### src/rtl/reloj_bus_param_pkg.sv
// Shared definitions for the BCD clock: digit-select codes, digit limits and 12 h mapping.
package reloj_bus_param_pkg;

  typedef enum logic [2:0] {
    DIR_US     = 3'd0,
    DIR_DS     = 3'd1,
    DIR_UM     = 3'd2,
    DIR_DM     = 3'd3,
    DIR_UH     = 3'd4,
    DIR_DH     = 3'd5,
    DIR_ALM_UM = 3'd6,
    DIR_ALM_DM = 3'd7
  } dir_t;

  localparam logic [3:0] LIM_UNIDADES = 4'd9;
  localparam logic [3:0] LIM_DECENAS  = 4'd5;
  localparam logic [4:0] LIM_HORA     = 5'd23;
  localparam logic [4:0] HORA_12      = 5'd12;

  // 24 h binary hour to 12 h display hour: 0 shows as 12, 13..23 fold to 1..11.
  function automatic logic [4:0] hora_12(input logic [4:0] h24);
    if (h24 == 5'd0) begin
      return HORA_12;
    end else if (h24 > HORA_12) begin
      return h24 - HORA_12;
    end else begin
      return h24;
    end
  endfunction

endpackage

### src/rtl/contador_bcd.sv
// Single BCD digit that counts 0..MAX_VAL on carry-in and can be loaded directly.
module contador_bcd #(
  parameter logic [3:0] MAX_VAL = 4'd9
) (
  input  logic       clk,
  input  logic       rst_n,
  input  logic       cin,
  input  logic       load,
  input  logic [3:0] dato,
  output logic [3:0] q,
  output logic       cout
);

  assign cout = cin && (q == MAX_VAL);

  // Load has priority over counting; counting wraps back to zero after MAX_VAL.
  always_ff @(posedge clk or negedge rst_n) begin
    if (!rst_n) begin
      q <= 4'd0;
    end else if (load) begin
      q <= dato;
    end else if (cin) begin
      q <= (q == MAX_VAL) ? 4'd0 : q + 4'd1;
    end
  end

endmodule

### src/rtl/reloj_bus_param.sv
// 24 h BCD clock with prescaler, digit load/readback bus, 12 h view, day and alarm pulses.
module reloj_bus_param #(
  parameter int unsigned TICK_DIV = 1,
  parameter bit          ALARM_EN = 1'b1
) (
  input  logic       clk,
  input  logic       rst_n,
  input  logic       en,
  input  logic       modo12,
  input  logic [2:0] direccion,
  input  logic       load,
  input  logic [3:0] load_dato,
  input  logic [4:0] alarma_hora,
  output logic [3:0] BUS,
  output logic       pm,
  output logic       dia,
  output logic       alarma
);
  import reloj_bus_param_pkg::*;

  localparam int PW = (TICK_DIV > 1) ? $clog2(TICK_DIV) : 1;
  localparam logic [PW-1:0] PRE_MAX = PW'(TICK_DIV - 1);

  logic [PW-1:0] pre;
  logic          tick;
  logic          inc;
  logic          ticked;
  logic          ld_ok;
  logic          wr;
  logic          time_wr;
  logic [3:0]    us, ds, um, dm, uh, dh, alm_um, alm_dm;
  logic          c_us, c_ds, c_um, c_dm;
  logic [1:0]    alm_cout_unused;
  logic [4:0]    hora_bin;
  logic [4:0]    hora_disp;
  logic [3:0]    dh_disp, uh_disp;
  logic [3:0]    bus_sel;

  assign tick     = en && (pre == PRE_MAX);
  assign wr       = load && ld_ok;
  assign time_wr  = wr && (direccion != DIR_ALM_UM) && (direccion != DIR_ALM_DM);
  assign inc      = tick && !time_wr;
  assign hora_bin = 5'(dh) * 5'd10 + 5'(uh);
  assign pm       = (hora_bin >= HORA_12);

  // Legality of the value offered on load_dato for the currently selected digit.
  always_comb begin
    ld_ok = 1'b0;
    case (dir_t'(direccion))
      DIR_US, DIR_UM, DIR_ALM_UM: ld_ok = (load_dato <= LIM_UNIDADES);
      DIR_DS, DIR_DM, DIR_ALM_DM: ld_ok = (load_dato <= LIM_DECENAS);
      DIR_UH: ld_ok = (load_dato <= LIM_UNIDADES) &&
                      ((8'(dh) * 8'd10 + 8'(load_dato)) <= 8'(LIM_HORA));
      DIR_DH: ld_ok = ((8'(load_dato) * 8'd10 + 8'(uh)) <= 8'(LIM_HORA));
      default: ld_ok = 1'b0;
    endcase
  end

  // Prescaler: restarts on any accepted time load so the next second is a full period away.
  always_ff @(posedge clk or negedge rst_n) begin
    if (!rst_n) begin
      pre <= '0;
    end else if (time_wr) begin
      pre <= '0;
    end else if (en) begin
      pre <= tick ? '0 : pre + PW'(1);
    end
  end

  // Remembers that the current time was reached by counting, not by loading.
  always_ff @(posedge clk or negedge rst_n) begin
    if (!rst_n) begin
      ticked <= 1'b0;
    end else begin
      ticked <= inc;
    end
  end

  contador_bcd #(.MAX_VAL(LIM_UNIDADES)) u_us (
    .clk(clk), .rst_n(rst_n), .cin(inc), .load(wr && direccion == DIR_US),
    .dato(load_dato), .q(us), .cout(c_us));

  contador_bcd #(.MAX_VAL(LIM_DECENAS)) u_ds (
    .clk(clk), .rst_n(rst_n), .cin(c_us), .load(wr && direccion == DIR_DS),
    .dato(load_dato), .q(ds), .cout(c_ds));

  contador_bcd #(.MAX_VAL(LIM_UNIDADES)) u_um (
    .clk(clk), .rst_n(rst_n), .cin(c_ds), .load(wr && direccion == DIR_UM),
    .dato(load_dato), .q(um), .cout(c_um));

  contador_bcd #(.MAX_VAL(LIM_DECENAS)) u_dm (
    .clk(clk), .rst_n(rst_n), .cin(c_um), .load(wr && direccion == DIR_DM),
    .dato(load_dato), .q(dm), .cout(c_dm));

  contador_bcd #(.MAX_VAL(LIM_UNIDADES)) u_alm_um (
    .clk(clk), .rst_n(rst_n), .cin(1'b0), .load(wr && direccion == DIR_ALM_UM),
    .dato(load_dato), .q(alm_um), .cout(alm_cout_unused[0]));

  contador_bcd #(.MAX_VAL(LIM_DECENAS)) u_alm_dm (
    .clk(clk), .rst_n(rst_n), .cin(1'b0), .load(wr && direccion == DIR_ALM_DM),
    .dato(load_dato), .q(alm_dm), .cout(alm_cout_unused[1]));

  // Hour pair: Uh runs 0..9 except under Dh=2 where 23 wraps to 00.
  always_ff @(posedge clk or negedge rst_n) begin
    if (!rst_n) begin
      uh <= 4'd0;
      dh <= 4'd0;
    end else if (wr && direccion == DIR_UH) begin
      uh <= load_dato;
    end else if (wr && direccion == DIR_DH) begin
      dh <= load_dato;
    end else if (c_dm) begin
      if (hora_bin == LIM_HORA) begin
        uh <= 4'd0;
        dh <= 4'd0;
      end else if (uh == LIM_UNIDADES) begin
        uh <= 4'd0;
        dh <= dh + 4'd1;
      end else begin
        uh <= uh + 4'd1;
      end
    end
  end

  // Hour digits as presented on the bus, folded to 12 h when requested.
  always_comb begin
    hora_disp = modo12 ? hora_12(hora_bin) : hora_bin;
    if (hora_disp >= 5'd20) begin
      dh_disp = 4'd2;
    end else if (hora_disp >= 5'd10) begin
      dh_disp = 4'd1;
    end else begin
      dh_disp = 4'd0;
    end
    uh_disp = 4'(hora_disp - 5'(dh_disp) * 5'd10);
  end

  // Read mux for the digit selected by direccion.
  always_comb begin
    bus_sel = 4'd0;
    case (dir_t'(direccion))
      DIR_US:     bus_sel = us;
      DIR_DS:     bus_sel = ds;
      DIR_UM:     bus_sel = um;
      DIR_DM:     bus_sel = dm;
      DIR_UH:     bus_sel = uh_disp;
      DIR_DH:     bus_sel = dh_disp;
      DIR_ALM_UM: bus_sel = alm_um;
      DIR_ALM_DM: bus_sel = alm_dm;
      default:    bus_sel = 4'd0;
    endcase
  end

  // The 12 h view of hour 00 is nonzero, so the bus is forced low while reset is held.
  assign BUS = rst_n ? bus_sel : 4'd0;
  assign dia = ticked && (hora_bin == 5'd0) && (dm == 4'd0) && (um == 4'd0) &&
               (ds == 4'd0) && (us == 4'd0);

  generate
    if (ALARM_EN) begin : g_alarm
      assign alarma = ticked && (alarma_hora <= LIM_HORA) && (hora_bin == alarma_hora) &&
                      (dm == alm_dm) && (um == alm_um) && (ds == 4'd0) && (us == 4'd0);
    end else begin : g_no_alarm
      assign alarma = 1'b0;
    end
  endgenerate

endmodule

### config.mk
export PLATFORM = sky130hd
export DESIGN_NAME = reloj_bus_param
export DESIGN_NICKNAME = d
export VERILOG_FILES = /design/src/rtl/reloj_bus_param_pkg.sv /design/src/rtl/contador_bcd.sv /design/src/rtl/reloj_bus_param.sv
export SDC_FILE = /design/constraint.sdc
export NUM_CORES = 1
export LEC_CHECK = 0
export BUFFER_PORTS_ARGS = -buffer_cell sky130_fd_sc_hd__buf_2
export CAP_MARGIN = 20
export CORE_MARGIN = 10
export CORE_UTILIZATION = 60
export CTS_BUF_LIST = sky130_fd_sc_hd__clkbuf_8 sky130_fd_sc_hd__clkbuf_16
export DETAILED_ROUTE_END_ITERATION = 8
export GPL_ROUTABILITY_DRIVEN = 0
export PLACE_DENSITY_LB_ADDON = 0.12
export SYNTH_ARGS = -nofsm -noshare
export SYNTH_HDL_FRONTEND = slang
export SYNTH_SLANG_ARGS = --single-unit
### constraint.sdc
create_clock -name clk -period 12.1 [get_ports clk]
set_clock_uncertainty 0.2 [all_clocks]
set_input_delay 3.025 -clock clk [delete_from_list [all_inputs] [get_ports clk]]
set_output_delay 3.025 -clock clk [all_outputs]
set_load 0.005 [all_outputs]
### After elaboration in Yosys (flattened, before gate mapping)

Index checks and enable logic that the tools add are counted.

| cells by class | value |
|---|---|
| add/sub/neg operators | 12 |
| $mul | 4 |
| magnitude comparators | 9 |
| equal/unequal tests | 19 |
| multiplexer cells | 32 |
| bitwise gates (word level) | 2 |
| reduce and logical (&&, ||, !) cells | 48 |

Operators by type and width:

| kind | number |
|---|---|
| $mux W4 | 22 |
| $pmux W4 S8 | 1 |
| $logic_and A1 B1 Y1 | 29 |
| $add A4 B1 Y4 const B | 6 |
| $add A8 B4 Y8 | 2 |
| $le A8 B5 Y1 const B | 2 |
| $logic_not A4 Y1 | 4 |
| $mux W5 | 3 |
| $mul A4 B3 Y7 const B | 2 |
| $reduce_bool A2 Y1 | 7 |
| $eq A3 B3 Y1 const B | 4 |
| $eq A4 B4 Y1 const B | 3 |
| $ge A5 B4 Y1 const B | 2 |
| $eq A4 B3 Y1 const B | 2 |
| $eq A4 B4 Y1 | 2 |
| $eq A3 B2 Y1 const B | 2 |
| $ne A3 B3 Y1 const B | 2 |
| $reduce_or A3 Y1 | 2 |
| $add A5 B4 Y5 | 1 |
| $eq A5 B5 Y1 | 1 |
| $eq A5 B5 Y1 const B | 1 |
| $ge A5 B5 Y1 const B | 1 |
| $gt A5 B4 Y1 const B | 1 |
| $le A5 B5 Y1 const B | 1 |
| other kinds (19) | 23 |

| word-level totals | value |
|---|---|
| flip-flop bits (word level) | 34 |
| output and inout bits | 7 |

### Depth between registers and ports, before layout

| logic depth | value |
|---|---|
| word-level depth | 17 |
| mapped depth | 19 |
| gate-level depth less buffers | 19 |

### By module

A second synthesis with hierarchy kept.

| unflattened totals | value |
|---|---|
| cell total of the unflattened synthesis | 441 |
| area, all modules | 3642.2 um^2 |

By module, submodules not included:

| module | instances | cells an instance | area an instance (um^2) |
|---|---|---|---|
| reloj_bus_param | 1 | 288 | 2275.9 |
| contador_bcd at u_alm_dm ... | 3 | 27 | 234.0 |
| contador_bcd at u_alm_um ... | 3 | 24 | 221.5 |

### Worst setup path after synthesis

No wires, ideal clock.

| timing | value |
|---|---|
| path kind | input-to-output |
| from | input port modo12 |
| to | output port BUS[2] |
| arrival time | 5.338 ns |
| required time | 8.875 ns |
| setup slack | 3.537 ns |
| stages on the path | 13 |
| cell sequence | inv_1 -> or3_1 -> a32o_1 -> or3_1 -> nand2_1 -> ha_1 -> fa_1 -> a21oi_1 -> a21oi_1 -> nor2_1 -> a21oi_1 -> a21boi_0 -> o21a_1 |

| on the way | value |
|---|---|
| cells in the longest elaborated chain, start to end | 8 |
| elaborated cells on any way between the ends | 9 |
| classes of those cells | add/sub: 1; mul: 1; order compare: 2; mux: 5 |

Ends and longest elaborated chain:

| what | line | text |
|---|---|---|
| from (decl) | reloj_bus_param.sv:9 | `input logic modo12,` |
| $mux W5 * | reloj_bus_param.sv:127 | `hora_disp = modo12 ? hora_12(hora_bin) : hora_bin;` |
| $ge A5 B4 Y1 | reloj_bus_param.sv:130 | `end else if (hora_disp >= 5'd10) begin` |
| $mux W1 | reloj_bus_param.sv:130 |  |
| $mux W2 | reloj_bus_param.sv:128 | `if (hora_disp >= 5'd20) begin` |
| $mul A2 B3 Y3 | reloj_bus_param.sv:135 | `uh_disp = 4'(hora_disp - 5'(dh_disp) * 5'd10);` |
| $sub A4 B4 Y4 * | reloj_bus_param.sv:135 |  |
| $pmux W4 S8 * | reloj_bus_param.sv:141 | `case (dir_t'(direccion))` |
| $mux W4 * | reloj_bus_param.sv:155 | `assign BUS = rst_n ? bus_sel : 4'd0;` |
| to (decl) | reloj_bus_param.sv:14 | `output logic [3:0] BUS,` |

Every way passes the cells marked *; elsewhere a longest branch is shown, timed or not.

### Worst setup path after layout

Same ends and word-level chain as after synthesis.

==> results_dict.tcl <==
set metrics [dict create \
    syn_area_um2 3540 \
    place.detailed.hpwl_um 6830 \
    cts_made_buffers 5 \
    reg2reg_to "u_dm.q[0]" \
    initial_core_util_pct 63.2 \
    avgSynthCellArea_um2 8.50 \
    cp-startpoint "modo12" \
    pwr-share-comb_pct 61.6 \
    port_buffers 23 \
    synth-seq-cells 34 \
    cts_tree "done" \
    seq_area_frac_synth_pct 24.0 \
    yosysTopAreaCell "dfrtp_1" \
    place_inst 488 \
    areaGrowthSynthToFinish_pct 5.26 \
    worstSetupPathDepth 15 \
    vdd_ir_drop_max_v 0.000170 \
    dieArea_um2 9380 \
    setup_tns_ps 0 \
    outcome "finished clean" \
    drt_iter0_markers 295 \
    crit_fanout 5 \
    register_area_um2 851 \
    grt_pass1_wl_um 14900 \
    rows 27 \
    final-max-slew-violation-count 0 \
    worst_slew_pin_slew_ps 994 \
    cts_root_buf "clkbuf_8" \
    yosys.area_share.simple_pct 23.7 \
    grt_pass1_vias 3041 \
    ant_nets 0 \
    synth_top_area_share_pct 24.0 \
    grt_usage_pct 18.4 \
    dp_worst_setup_slack_ps 3110 \
    grt_max_degree 41 \
    cp.arrival_ps 5830 \
    vias_per_cell 6.60 \
    power.leakage_nw 1.63 \
    clkPwrFrac_pct 11.2 \
    end_kind "primary output" \
    insertion_delay_ps 290 \
    critical_path_required_ps 8880 \
    ys_warn_count 0 \
    io_pins 24 \
    detail_route.first_pass.iterations 5 \
    crit_family "simple AND/OR/NAND/NOR gates" \
    timing.final.crit_share_pct 74.8 \
    synthAdderAreaFrac_pct 11.2 \
    startpoint_type "primary input" \
    synth-compound-area-share_pct 24.5 \
    die_y_um 96.9 \
    synth.net_count 462 \
    post_cts.repair.setup_buffers 0 \
    core_um2 5610 \
    slowest_stage "fa_1" \
    synth_mux_area_share_pct 5.33 \
    grt_antenna_before_repair 0 \
    cts_resized 0 \
    clock-sinks 34 \
    powerDensity_nw_per_um2 212 \
    layout.cells.most_common "nand2_1" \
    rsz0062_at_grt "no" \
    timing.critical_path.buf_inv 3 \
    worstSetupEndpoint "BUS[2]" \
    finalSetupViolations 0 \
    synth_cells 417 \
    maxCapViolCount 0 \
    htreeDepth 2 \
    vias 3272 \
    switching_share_pct 49.0 \
    routedWlPerCell_um 18.3 \
    synth_top_family_by_area "compound AO/OA/AOI/OAI gates" \
    crit_path_max_incr_delay_ps 430 \
    clk_pin_slew_worst_paths_ps 70 \
    globalRouteOverflowTotal 0 \
    period_needed_ps 9050 \
    ys_types 80 \
    p_sw_mw 0.387 \
    min_path_type "reg -> reg" \
    synth_xor_area_share_pct 5.40 \
    drive_gt1_share_pct 11.6 \
    cts_hold_buf 0 \
    relSlewSlack_pct 33.7 \
    critical_path.cell_chain "buf_2 -> inv_1 -> or3_1 -> a32o_1 -> or3_1 -> nand2_1 -> ha_1 -> fa_1 -> a21oi_1 -> a21oi_1 -> nor2_1 -> a21oi_1 -> a21boi_0 -> o21a_1 -> buf_2" \
    r2r_start "dh[1]" \
    clk_path_buf_depth 2 \
    timing.fmax_mhz 110 \
    setup_slack_ps 3050 \
    die_x_um 96.9 \
    drc 0 \
    fin_cells 496 \
    hold_viol_final 0 \
    multi_input_area_um2 2480 \
    final_cell_mix "nand2_1 (40), dfrtp_1 (34), inv_1 (24), a21oi_1 (24), buf_2 (23)" \
    n_fill_cell 490 \
    rrSetupSlack_ps 7960 \
    n_antenna_cell 0 \
    critical_path_class "in -> out" \
    routed_wirelength_um 9080 \
    synth_async_sr_flop_share_pct 100 \
    final_nets 468 \
    p_int_mw 0.402 \
    synth_edf_count 0 \
    post-route-util_pct 66.5 \
    path_common_cell "a21oi_1" \
    synthFlopType "dfrtp_1" \
    power_frac_seq_pct 27.2 \
    synthTopCellsByArea "dfrtp_1 (24%), ha_1 (7.8%), nand2_1 (4.2%), xnor2_1 (4.2%), a21oi_1 (3.4%)" \
    reg2regPathDepth 11 \
]
sequential cells by signal, summed over array words and instances (netlist names):
register / count
u_ds.q: 4
dh: 4
u_us.q: 4
u_alm_um.q: 4
ticked: 1
u_um.q: 4
pre: 1
u_alm_dm.q: 4
uh: 4
u_dm.q: 4
kinds of logic after synthesis:
family | Yosys count
AO/OA/AOI/OAI | 118
XOR/XNOR | 21
adder cells (fa/ha/maj) | 28
buffers and inverters | 49
flip-flops | 34
multiplexers | 17
AND/OR/NAND/NOR | 150
synth_stat cells, drive strengths merged (6+ instances only):
cell type and instances:
a21o 9, a21oi 24, and3 7, buf 9, clkbuf 15, dfrtp 34
fa 6, ha 22, inv 25, mux2i 11, nand2 40, nand2b 7
nand3 16, nor2 22, nor3 13, nor4 6, o211ai 6, o21ai 21
or3 7, xnor2 18
power groups by stage:
| stage | combinational (mW) | clock [mW] | sequential, mW |
|---|---|---|---|
| after floorplan | 0.402 | 0 | 0.177 |
| after global placement | 0.462 | 0 | 0.213 |
| after detailed placement | 0.475 | 0 | 0.215 |
| after CTS | 0.479 | 0.0908 | 0.213 |
| after global routing | 0.543 | 0.0939 | 0.223 |
| final | 0.486 | 0.0886 | 0.215 |
tightest hold or removal path, stage by stage, from the launching register on:
cell	delay [ps]
dfrtp_1	380
nand2_1	60
o21ai_0	70
through the flow:
stage,hold WS (ps),total power [mW],cell area (µm²)
5_1_grt,358,0.859,3730
6_report,339,0.789,3730
3_5_place_dp,327,0.690,3630
4_1_cts,345,0.783,3730
2_1_floorplan,291,0.579,3540
3_3_place_gp,316,0.675,3630
worst min-delay path by stage:
| stage | start | to | slack [ps] | cells past startpoint |
|---|---|---|---|---|
| after global placement | u_alm_um.q[3] | u_alm_um.q[3] | 320 | 2 |
| after CTS | u_alm_um.q[2] | u_alm_um.q[2] | 340 | 2 |
| after global routing | pre | pre | 360 | 1 |
| final | u_alm_um.q[2] | u_alm_um.q[2] | 340 | 2 |
| after detailed placement | u_alm_um.q[2] | u_alm_um.q[2] | 330 | 2 |
| after floorplan | u_alm_um.q[3] | u_alm_um.q[3] | 290 | 2 |
final cells by class:
| class | instances | share of cell area, % |
|---|---|---|
| inverters | 25 | 2.52 |
| clock buffers | 6 | 2.21 |
| clock inverters | 2 | 0.335 |
| flip-flops and latches | 34 | 22.8 |
| repair buffers | 23 | 3.09 |
| well taps | 72 | 2.42 |
| multi-input cells | 334 | 66.6 |
metal layers:
metal / routed length [µm] / up-vias / GRT usage, %
met5: 0 / - / 0
met4: 163 / 0 / 6.76
met3: 626 / 19 / 3.19
met2: 4000 / 128 / 27.5
met1: 4290 / 1564 / 25.6
li1: - / 1561 / -
Note: power is estimated with default switching activity, not from simulation.
